**src/rtl/anc_pkg.sv**
```systemverilog
// Shared ANC datapath definitions: default word width and the sign-magnitude
// word layout used by the adder, multiplier and filter blocks.
package anc_pkg;

   localparam int WIDTH_DEF = 21;
   localparam int MAG_W     = WIDTH_DEF - 1;
   localparam logic [MAG_W-1:0] MAG_MAX = {MAG_W{1'b1}};

   typedef struct packed {
      logic             sign;
      logic [MAG_W-1:0] mag;
   } sm_word_t;

   // Zero magnitude is always reported as +0.
   function automatic sm_word_t sm_canon(input sm_word_t w);
      sm_word_t r;
      r = w;
      if (w.mag == '0) r.sign = 1'b0;
      return r;
   endfunction

endpackage

```
**src/rtl/sm_add_comb.sv**
```systemverilog
// Combinational sign-magnitude add/subtract with magnitude saturation.
// Suitable as the core of accumulators as well as the registered adder.
module sm_add_comb
   import anc_pkg::*;
#(
   parameter int WIDTH = WIDTH_DEF
) (
   input  logic [WIDTH-1:0] a,
   input  logic [WIDTH-1:0] b,
   output logic [WIDTH-1:0] sum,
   output logic             ovf
);

   localparam int MW = WIDTH - 1;

   logic          sa, sb;
   logic [MW-1:0] ma, mb;
   logic [MW:0]   mag_add;
   logic [MW-1:0] mag_r;
   logic          sign_r;

   assign sa      = a[MW];
   assign sb      = b[MW];
   assign ma      = a[MW-1:0];
   assign mb      = b[MW-1:0];
   assign mag_add = {1'b0, ma} + {1'b0, mb};

   always_comb begin
      mag_r  = '0;
      sign_r = 1'b0;
      ovf    = 1'b0;
      if (sa == sb) begin
         sign_r = sa;
         if (mag_add[MW]) begin
            mag_r = {MW{1'b1}};
            ovf   = 1'b1;
         end else begin
            mag_r = mag_add[MW-1:0];
         end
      end else if (ma > mb) begin
         mag_r  = ma - mb;
         sign_r = sa;
      end else if (mb > ma) begin
         mag_r  = mb - ma;
         sign_r = sb;
      end
      // A -0 operand or exact cancellation must never leave a negative zero.
      sum = {(sign_r && (mag_r != '0)), mag_r};
   end

endmodule

```
**src/rtl/sign_mag_adder.sv**
```systemverilog
// Registered sign-magnitude adder: one-cycle latency, one result per cycle,
// saturating on magnitude overflow.
module sign_mag_adder
   import anc_pkg::*;
#(
   parameter int WIDTH = WIDTH_DEF
) (
   input  logic             clk,
   input  logic             rst_n,
   input  logic             in_valid,
   input  logic [WIDTH-1:0] a,
   input  logic [WIDTH-1:0] b,
   output logic             out_valid,
   output logic [WIDTH-1:0] AddOut,
   output logic             ovf
);

   // Valid protocol: no ready/back-pressure. a/b are captured on every rising
   // edge with in_valid=1; out_valid pulses for exactly the following cycle
   // and AddOut/ovf keep the last result while no new operands arrive.

   logic [WIDTH-1:0] sum_c;
   logic             ovf_c;

   logic [WIDTH-1:0] add_out_d, add_out_q;
   logic             ovf_d, ovf_q;
   logic             out_valid_d, out_valid_q;

   sm_add_comb #(.WIDTH(WIDTH)) u_add (
      .a   (a),
      .b   (b),
      .sum (sum_c),
      .ovf (ovf_c)
   );

   always_comb begin
      add_out_d   = add_out_q;
      ovf_d       = ovf_q;
      out_valid_d = in_valid;
      if (in_valid) begin
         add_out_d = sum_c;
         ovf_d     = ovf_c;
      end
   end

   always_ff @(posedge clk or negedge rst_n) begin
      if (!rst_n) begin
         add_out_q   <= '0;
         ovf_q       <= 1'b0;
         out_valid_q <= 1'b0;
      end else begin
         add_out_q   <= add_out_d;
         ovf_q       <= ovf_d;
         out_valid_q <= out_valid_d;
      end
   end

   assign AddOut    = add_out_q;
   assign ovf       = ovf_q;
   assign out_valid = out_valid_q;

endmodule

```
**config.mk**
```make
export PLATFORM = sky130hd
export DESIGN_NAME = sign_mag_adder
export DESIGN_NICKNAME = d
export VERILOG_FILES = /design/src/rtl/anc_pkg.sv /design/src/rtl/sm_add_comb.sv /design/src/rtl/sign_mag_adder.sv
export SDC_FILE = /design/constraint.sdc
export NUM_CORES = 1
export LEC_CHECK = 0
export CELL_PAD_IN_SITES_DETAIL_PLACEMENT = 0
export CELL_PAD_IN_SITES_GLOBAL_PLACEMENT = 2
export CORE_MARGIN = 2
export CORE_UTILIZATION = 29
export CTS_CLUSTER_DIAMETER = 120
export CTS_CLUSTER_SIZE = 8
export DETAILED_ROUTE_END_ITERATION = 10
export GPL_TIMING_DRIVEN = 1
export PLACE_DENSITY_LB_ADDON = 0.1
export SYNTH_ARGS = -nofsm -noshare
export SYNTH_HDL_FRONTEND = slang
export SYNTH_SLANG_ARGS = --single-unit
export TNS_END_PERCENT = 10
```
**constraint.sdc**
```tcl
create_clock -name clk -period 0.8 [get_ports clk]
set_input_delay 0.12 -clock clk [delete_from_list [all_inputs] [get_ports clk]]
set_output_delay 0.12 -clock clk [all_outputs]
set_load 0.005 [all_outputs]
```
==> results of run 1 <==
==> worst max-delay path, cell delays in order <==
cell and delay [ns]:
buf_12 0.11, inv_12 0.04, ha_4 0.13, inv_4 0.04
fa_2 0.35, a21o_1 0.21, a221o_1 0.39, a2111oi_4 0.34
o32a_4 0.26, a211oi_4 0.04, buf_6 0.13, buf_6 0.11
a2111oi_4 0.31, nand3b_1 0.20, nand4_1 0.14, nor4_2 0.31
a31oi_1 0.12
==> per-layer routing <==
layer  up-vias  wire length [µm]  track usage
met5         -                 0            0
met4         0               744       0.0791
met3        44               494       0.0164
met2       148             10300        0.428
met1      2881              8690        0.282
li1       2951                 -            -
==> worst min-delay path by stage <==
stage                  to  slack, ns
3_5_place_dp    AddOut[4]       0.47
2_1_floorplan   AddOut[0]      -0.18
4_1_cts        AddOut[19]       0.21
6_report       AddOut[19]       0.21
3_3_place_gp    AddOut[4]       0.47
5_1_grt        AddOut[19]       0.22
==> timing repair <==
action,in CTS,in global routing
buffers inserted,22,24
gates resized for setup,157,126
setup endpoints to repair,45,45
pin swaps,45,45
==> flip-flops by register name (all words and copies together), names as in the netlist <==
name,count
AddOut,21
ovf,1
out_valid,1
==> through the flow <==
step                      hold WS [ns]  cell area (µm²)  setup slack (ns)
after floorplan                 -0.176             4670             -2.18
after global placement           0.469             7470             -3.13
after detailed placement         0.469             7470             -3.21
after CTS                        0.208             8060             -2.54
after global routing             0.218             8500             -2.59
final                            0.206             8500             -2.46
==> Yosys cell counts, drive strengths merged, types with 6 or more instances <==
library cell / number / share of area
a21o: 21 / 0.034
buf: 18 / 0.025
a221oi: 10 / 0.020
mux2: 7 / 0.017
inv: 59 / 0.048
dfrtp: 23 / 0.12
a2111oi: 6 / 0.025
nand3: 14 / 0.015
and2: 8 / 0.011
nand2: 40 / 0.033
nor2: 39 / 0.034
o21bai: 7 / 0.011
o31ai: 9 / 0.015
nor4: 7 / 0.0095
a221o: 6 / 0.013
o211ai: 7 / 0.012
a211oi: 7 / 0.014
xnor2: 11 / 0.021
a21oi: 59 / 0.070
ha: 60 / 0.16
nor2b: 11 / 0.015
nand2b: 10 / 0.014
clkbuf: 13 / 0.011
nor3: 16 / 0.017
o21ai: 39 / 0.042
a31oi: 8 / 0.011
==> kinds of logic after synthesis <==
family	count (synthesis)	synth area share
AOI/OAI and AO/OA	235	0.375
and+or+nand+nor	172	0.191
xor gates and xnor gates	16	0.0303
muxes	8	0.0192
adders and majority gates	63	0.175
DFF	23	0.124
buffers and inverters	91	0.0844
==> cell type report <==
| class | instances | area (µm²) | area share |
|---|---|---|---|
| Sequential cell | 23 | 576 | 0.0677 |
| Tap cell | 216 | 270 | 0.0318 |
| Clock buffer | 4 | 78.8 | 0.00928 |
| Inverter | 60 | 240 | 0.0283 |
| Timing Repair Buffer | 380 | 2980 | 0.351 |
| Multi-Input combinational cell | 494 | 4350 | 0.512 |
==> power by group through the flow <==
| stage | clock (mW) | sequential [mW] | combinational (mW) |
|---|---|---|---|
| floorplan | 0 | 1.58 | 2.96 |
| global placement | 0 | 1.57 | 6.58 |
| detailed placement | 0 | 1.58 | 6.63 |
| CTS | 1.11 | 1.55 | 7.08 |
| global route | 1.14 | 1.58 | 8.16 |
| finish | 1.09 | 1.55 | 7.59 |
==> impl_metrics.py, run 1 <==
metrics = {
    "sta": {
        "rsz0062_at_grt": "true",
        "max-slew-margin-rel": 0.566,
        "hold_violations": 0,
        "setup_tns_ns": -46.89,
        "finalMaxSlewViolations": 0,
        "max_freq_ghz": 0.307,
        "finalSetupViolCount": 45,
        "fin_crit_ns": 3.26,
        "finalCritPeriodShare": 4.07,
        "worst_slew_pin_slew_ns": 0.648,
        "setup_slack_ns": -2.46,
        "skew_ns": 0,
    },
    "placed_design": {
        "gp_congestion": 0.900,
        "port_buffers": 67,
        "dpl.hpwl_mm": 16.4,
        "place_inst": 1128,
    },
    "global_routing": {
        "grt_remaining_overflow": 0,
        "grt_usage": 0.231,
        "grt_first_pass_wirelength_mm": 30.7,
        "antenna_found_initial": 0,
        "grt_pass1_vias": 6066,
        "grt_max_degree": 24,
    },
    "logic_synthesis": {
        "avgSynthCellArea_um2": 7.61,
        "synth-seq-area-share": 0.124,
        "syn_area_um2": 4620,
        "yosys_warnings": 0,
        "synthCells": 608,
        "synth_fp_nets": 716,
        "ys_async_sr_fraction": 1.00,
        "ys_ff_latch": 23,
        "synth_cell_types": 79,
        "synth_edf_count": 0,
        "ys.flop_type": "dfrtp_1",
    },
    "worst_setup_path": {
        "worstSetupStartpoint": "b[0]",
        "cp_max_fo": 5,
        "cp-endpoint": "AddOut[20]",
        "critPathKind": "input pin to flip-flop",
        "startpoint_type": "input pin",
        "r2r-start": "AddOut[8]",
        "r2r-end": "AddOut[8]",
        "crit_path_end_kind": "flip-flop",
        "rrSetupSlack_ns": -0.03,
        "reg2regPathDepth": 2,
        "required_ns": 0.92,
        "crit_arrival_ns": 3.38,
    },
    "clock_tree": {
        "clock_path_buffers": 2,
        "cts_buffers": 3,
        "cts.clk_slew.worst_paths_ns": 0.06,
        "cts_hold_buffers": 0,
        "clock_latency_ns": 0.25,
        "clock_sinks": 23,
        "cts_root_buffer": "clkbuf_16",
        "cts_tree": "built",
        "h-tree-depth": 1,
    },
    "power": {
        "power_frac_seq": 0.151,
        "comb_power_share": 0.742,
        "p_switching_mw": 4.18,
        "clkPwrFrac": 0.106,
        "power_density_nw_per_um2": 1200,
        "p_leak_nw": 4.15,
        "vdd_drop_max_mv": 0.765,
        "sw_frac_of_total": 0.408,
        "p_total_mw": 10.2,
        "p_int_mw": 6.05,
    },
    "cells_and_area": {
        "area_growth_pct": 83.7,
        "drive_above_1_share": 0.515,
        "finalNonFillerCells": 1177,
        "nNetsFinal": 1070,
        "n_fill_cell": 1519,
        "post-route-util": 0.541,
        "layout.cells.most_common_list": "298 x buf_4, 42 x a21oi_1, 41 x inv_1",
        "insertedDiodeCount": 0,
        "final_common_cell": "buf_4",
    },
    "worst_hold_path": {
        "min_path_type": "input pin to asynchronous set/reset pin",
    },
    "floorplan": {
        "ios": 68,
        "fp.dieW_um": 130,
        "start_util": 0.294,
        "rows": 46,
        "die_h_um": 130,
        "core-area_um2": 15700,
        "die_area_um2": 17000,
    },
    "detailed_routing": {
        "drt_iter0_markers": 281,
        "vias_per_cell": 5.12,
        "dr.pass1.iters": 5,
        "vias": 6024,
        "drcViolationCount": 0,
        "drtAntennaViolNets": 0,
        "drt-total-wl_mm": 20.2,
        "wl_per_cell_um": 17.2,
    },
    "run": {
        "maxCapViolCount": 0,
    },
    "run_status": {
        "outcome": "finished with violations",
        "violations": "setup timing",
    },
}
Power figures use the tool's default switching activity.
==> inputs of run 2 (changes only) <==
Settings changed: CORE_UTILIZATION 29 to 33.
Clock period 0.8 ns to 3 ns, I/O delays scaled along.
==> run 2 against run 1 <==
Against the previous run: the run still ends with setup timing left; register-to-register slack improved by 2.2 ns; utilization up 6.9 points; worst setup slack improved by 1.8 ns; non-clock buffer count down 2; flip-flop and latch count did not move; wire length shrank 1.2%; global-route usage grew 3.1 points; clock skew did not move; largest power group unchanged.
==> impl_metrics.py, run 2 (same netlist as run 1, synthesis figures left out) <==
metrics = {
    "run_status": {
        "outcome": "finished with violations",
        "violations": "setup timing",
    },
    "placed_design": {
        "placed_area_um2": 7510,
        "port_buffers": 67,
        "dpl.hpwl_mm": 16.0,
        "place_inst": 1101,
        "place_ws_ns": -1.38,
        "gp_congestion": 0.911,
    },
    "global_routing": {
        "grtUsageMet3": 0.0149,
        "antenna_found_initial": 0,
        "grt_pass1_vias": 6092,
        "grt_use_met1": 0.329,
        "grt_first_pass_wirelength_mm": 31.0,
        "met2_usage": 0.484,
        "grt_usage": 0.262,
        "top_usage_layer": "met2",
        "grt_remaining_overflow": 0,
        "grt_max_degree": 24,
    },
    "power": {
        "p_leak_nw": 4.06,
        "comb_power_share": 0.747,
        "power_frac_seq": 0.150,
        "p_total_mw": 2.77,
        "power_density_nw_per_um2": 330,
        "p_int_mw": 1.66,
        "sw_frac_of_total": 0.400,
        "vdd_drop_max_mv": 0.216,
        "p_switching_mw": 1.11,
        "clkPwrFrac": 0.103,
    },
    "cells_and_area": {
        "post-route-util": 0.610,
        "fin_area_um2": 8400,
        "n_fill_cell": 1322,
        "finalNonFillerCells": 1139,
        "drive_above_1_share": 0.460,
        "insertedDiodeCount": 0,
        "layout.cells.most_common_list": "298 x buf_4, 49 x inv_1, 48 x ha_1",
        "largest_reg_flops": 21,
        "final_common_cell": "buf_4",
        "nNetsFinal": 1068,
        "area_growth_pct": 81.7,
    },
    "clock_tree": {
        "cts_buffers": 3,
        "cts_hold_buffers": 0,
        "clock_path_buffers": 2,
        "clock_latency_ns": 0.25,
        "clock_sinks": 23,
        "h-tree-depth": 1,
        "cts_tree": "built",
        "cts.clk_slew.worst_paths_ns": 0.06,
        "cts_root_buffer": "clkbuf_16",
    },
    "floorplan": {
        "die_h_um": 122,
        "start_util": 0.336,
        "ios": 68,
        "rows": 43,
        "fp.dieW_um": 122,
        "die_area_um2": 15000,
        "core-area_um2": 13800,
    },
    "sta": {
        "worst_slew_pin_slew_ns": 1.02,
        "finalSetupViolCount": 22,
        "max_freq_ghz": 0.270,
        "rsz0062_at_grt": "true",
        "setup_tns_ns": -8.99,
        "setup_slack_ns": -0.700,
        "max-slew-margin-rel": 0.319,
        "holdWs_ns": 0.486,
        "finalMaxSlewViolations": 0,
        "skew_ns": 0,
        "hold_violations": 0,
        "finalCritPeriodShare": 1.23,
        "fin_crit_ns": 3.70,
    },
    "worst_setup_path": {
        "cp_max_fo": 10,
        "critPathKind": "input pin to flip-flop",
        "crit_path_end_kind": "flip-flop",
        "cp_top_family": "buffers and inverters",
        "reg2regPathDepth": 2,
        "cp-endpoint": "AddOut[13]",
        "path_cells": "clkdlybuf4s50_1, inv_1, ha_1, buf_6, and4_4, and2_2, nand2_2, o32a_4, buf_4, a211o_2, buf_4, o2111ai_1, nand3b_1, buf_4, buf_4, o21ai_0",
        "cp.depth": 16,
        "rrSetupSlack_ns": 2.18,
        "required_ns": 3.18,
        "startpoint_type": "input pin",
        "crit_arrival_ns": 3.88,
        "r2r-end": "AddOut[8]",
        "r2r-start": "AddOut[8]",
        "cp_common_cell": "buf_4",
        "max_stage_delay_ns": 0.47,
        "critPathSlowestCell": "clkdlybuf4s50_1",
        "cp.buffers_inverters": 7,
        "worstSetupStartpoint": "a[13]",
    },
    "detailed_routing": {
        "wl_per_cell_um": 17.5,
        "vias_per_cell": 5.26,
        "drcViolationCount": 0,
        "dr.pass1.iters": 6,
        "drt_iter0_markers": 395,
        "vias": 5995,
        "drtAntennaViolNets": 0,
        "drt-total-wl_mm": 20.0,
    },
    "worst_hold_path": {
        "min_path_type": "flip-flop to flip-flop",
    },
    "run": {
        "maxCapViolCount": 0,
    },
}
-- run 2: cell types whose count changed in the layout (fill, tap and decap cells not counted), moves of 5 or more --
cell,delta
ha_1,+9
inv_1,+8
dlymetal6s2s_1,-9
clkdlybuf4s50_1,+34
o21ai_1,+5
ha_4,-8
clkbuf_2,-24
inv_2,-7
-- run 2: power groups by stage --
stage / registers [mW] / clock network, mW / logic (mW)
after floorplan: 0.422 / 0 / 0.789
after global placement: 0.416 / 0 / 1.78
after detailed placement: 0.421 / 0 / 1.79
after CTS: 0.416 / 0.290 / 1.94
after global routing: 0.425 / 0.306 / 2.22
final: 0.415 / 0.285 / 2.07
-- run 2: tightest hold or removal path: stages, from the launching register on --
cell     delay (ns)
dfrtp_1        0.34
nand2_1        0.05
o21ai_0        0.06
-- run 2: per-layer routing --
layer / wire (µm) / share of wire
met5: 0 / 0
met4: 567 / 0.028
met3: 641 / 0.032
met2: 10200 / 0.51
met1: 8620 / 0.43
-- run 2: timing repair --
| action | in CTS | in global routing |
|---|---|---|
| endpoints found under the setup margin | 22 | 22 |
| pin swaps | 36 | 32 |
| setup buffers | 18 | 16 |
| resized for setup | 98 | 49 |
-- run 2: worst min path at each step --
stage	start	endpoint	slack, ns	cells past startpoint
floorplan	rst_n	AddOut[0]	0.15	0
global placement	AddOut[4]	AddOut[4]	0.47	1
detailed placement	AddOut[5]	AddOut[5]	0.48	2
CTS	AddOut[5]	AddOut[5]	0.49	2
global route	AddOut[15]	AddOut[15]	0.52	2
finish	AddOut[5]	AddOut[5]	0.49	2
-- run 2: cell type report --
class	count	area (µm²)	area share
flip-flops and latches	23	576	0.0685
well taps	180	225	0.0268
repair buffers	378	3080	0.366
clock buffers	4	78.8	0.00938
multi-input cells	494	4210	0.501
inverters	60	238	0.0283
==> inputs of run 3 (changes only) <==
Settings changed: GPL_TIMING_DRIVEN 1 to 0.
==> run 3 against run 2 <==
Against the previous run: the run still ends with setup timing left; non-clock buffer count decreased by 231; die area unchanged; global-route usage fell by 2.7 points; worst setup slack gained 0.13 ns; cell area fell by 18%; wire length shrank 11%.
==> impl_metrics.py, run 3 (same netlist as run 1, synthesis figures left out) <==
metrics = {
    "detailed_routing": {
        "vias": 5187,
        "drtAntennaViolNets": 0,
        "drcViolationCount": 0,
        "drt-total-wl_mm": 17.8,
        "vias_per_cell": 5.71,
        "dr.pass1.iters": 5,
        "wl_per_cell_um": 19.6,
        "drt_iter0_markers": 308,
    },
    "worst_setup_path": {
        "rrSetupSlack_ns": 2.15,
        "cp_common_cell": "a221oi_4",
        "crit_path_end_kind": "flip-flop",
        "reg2regPathDepth": 2,
        "cp_max_fo": 10,
        "startpoint_type": "input pin",
        "crit_arrival_ns": 3.70,
        "r2r-start": "AddOut[8]",
        "max_stage_delay_ns": 0.55,
        "path_cells": "clkdlybuf4s50_1, ha_4, buf_6, a21oi_4, o21ai_4, a221oi_4, o32a_4, a211oi_4, buf_12, a221oi_4, o32ai_2, a211oi_2, nand4_1, nor4_2, a31oi_1",
        "worstSetupStartpoint": "b[13]",
        "r2r-end": "AddOut[8]",
        "required_ns": 3.13,
        "critPathSlowestCell": "clkdlybuf4s50_1",
        "critPathKind": "input pin to flip-flop",
    },
    "placed_design": {
        "dpl.hpwl_mm": 13.6,
        "gp_congestion": 0.888,
        "port_buffers": 67,
        "placed_area_um2": 5570,
    },
    "floorplan": {
        "start_util": 0.336,
        "core-area_um2": 13800,
        "die_area_um2": 15000,
        "die_h_um": 122,
        "rows": 43,
        "fp.dieW_um": 122,
        "ios": 68,
    },
    "power": {
        "comb_power_share": 0.705,
        "power_density_nw_per_um2": 347,
        "p_int_mw": 1.35,
        "vdd_drop_max_mv": 0.248,
        "clkPwrFrac": 0.121,
        "p_switching_mw": 1.03,
        "power_frac_seq": 0.174,
        "p_total_mw": 2.38,
        "p_leak_nw": 2.96,
        "sw_frac_of_total": 0.435,
    },
    "cells_and_area": {
        "fin_area_um2": 6850,
        "area_growth_pct": 48.2,
        "final_common_cell": "inv_1",
        "n_fill_cell": 1364,
        "largest_reg_flops": 21,
        "nNetsFinal": 837,
        "drive_above_1_share": 0.295,
        "layout.cells.most_common_list": "52 x inv_1, 46 x buf_4, 43 x ha_1",
        "insertedDiodeCount": 0,
        "regArea_um2": 576,
        "multi_input_area_um2": 4390,
    },
    "sta": {
        "finalCritPeriodShare": 1.19,
        "skew_ns": 0,
        "finalMaxSlewViolations": 0,
        "setup_tns_ns": -4.46,
        "fin_crit_ns": 3.57,
        "finalSetupViolCount": 20,
        "setup_slack_ns": -0.570,
        "max_freq_ghz": 0.280,
        "worst_slew_pin_slew_ns": 0.988,
        "hold_violations": 0,
        "rsz0062_at_grt": "true",
        "max-slew-margin-rel": 0.339,
    },
    "run_status": {
        "violations": "setup timing",
        "outcome": "finished with violations",
    },
    "worst_hold_path": {
        "hold_path_depth": 2,
        "min_path_type": "flip-flop to flip-flop",
        "whs_endpoint": "AddOut[5]",
        "hp-start": "AddOut[5]",
    },
    "clock_tree": {
        "cts_root_buffer": "clkbuf_16",
        "clock_sinks": 23,
        "cts_buffers": 3,
        "cts.clk_slew.worst_paths_ns": 0.06,
        "clock_latency_ns": 0.25,
        "h-tree-depth": 1,
        "clock_path_buffers": 2,
        "cts_tree": "built",
        "cts_hold_buffers": 0,
    },
    "global_routing": {
        "grt_first_pass_wirelength_mm": 27.5,
        "grt_max_degree": 24,
        "grt_remaining_overflow": 0,
        "antenna_found_initial": 0,
        "grt_pass1_vias": 5127,
        "grt_usage": 0.235,
    },
    "run": {
        "maxCapViolCount": 0,
    },
}
[run 3: changes by cell type in the layout (fill, tap and decap cells not counted), moves of 5 or more]
| cell | change |
|---|---|
| clkdlybuf4s50_1 | -13 |
| ha_1 | -5 |
| buf_4 | -252 |
| clkbuf_1 | +10 |
| ha_4 | +5 |
| dlygate4sd2_1 | +5 |
[run 3: worst max-delay path by stage]
| stage | to | cells after the start |
|---|---|---|
| 6_report | AddOut[20] | 15 |
| 3_3_place_gp | AddOut[20] | 15 |
| 4_1_cts | AddOut[20] | 17 |
| 5_1_grt | AddOut[20] | 18 |
| 3_5_place_dp | AddOut[20] | 15 |
| 2_1_floorplan | AddOut[20] | 16 |
[run 3: layout make-up]
type | instances | area share
multi-input combinational | 494 | 0.641
timing repair buffer | 116 | 0.160
sequential | 23 | 0.0840
buffer | 31 | 0.0358
inverter | 60 | 0.0351
tap | 180 | 0.0329
clock buffer | 4 | 0.0115
[run 3: power by group through the flow]
stage	combinational [mW]	sequential, mW	clock [mW]
global placement	1.30	0.417	0
finish	1.68	0.414	0.288
floorplan	0.789	0.422	0
global route	1.80	0.423	0.304
CTS	1.57	0.416	0.289
detailed placement	1.30	0.421	0
[run 3: timing repair]
| item | CTS | global route |
|---|---|---|
| endpoints found under the setup margin | 22 | 21 |
| pin swaps | 46 | 38 |
| buffers inserted | 39 | 10 |
| cloned | 0 | 0 |
| resized for setup | 161 | 63 |
[run 3: stage by stage]
stage | hold WS [ns] | worst slack (ns) | instances | util
final | 0.485 | -0.570 | 908 | 0.498
after global routing | 0.508 | -0.680 | 908 | 0.498
after CTS | 0.490 | -0.675 | 898 | 0.475
after detailed placement | 0.477 | -1.81 | 855 | 0.404
after global placement | 0.470 | -1.77 | 855 | 0.404
after floorplan | 0.154 | -0.311 | 608 | -
[run 3: worst max-delay path, delay by kind of cell]
family          cells  cell delay (ns)
simple gates        2             0.44
buf+inv             3             0.84
compound gates      9             1.73
fa+ha+maj           1             0.23
[run 3: metal layers]
metal / GRT usage / wire [µm] / vias up
met4: 0.0675 / 535 / 0
li1: - / - / 2485
met2: 0.409 / 8660 / 144
met1: 0.309 / 7910 / 2522
met5: 0 / 0 / -
met3: 0.0195 / 709 / 36
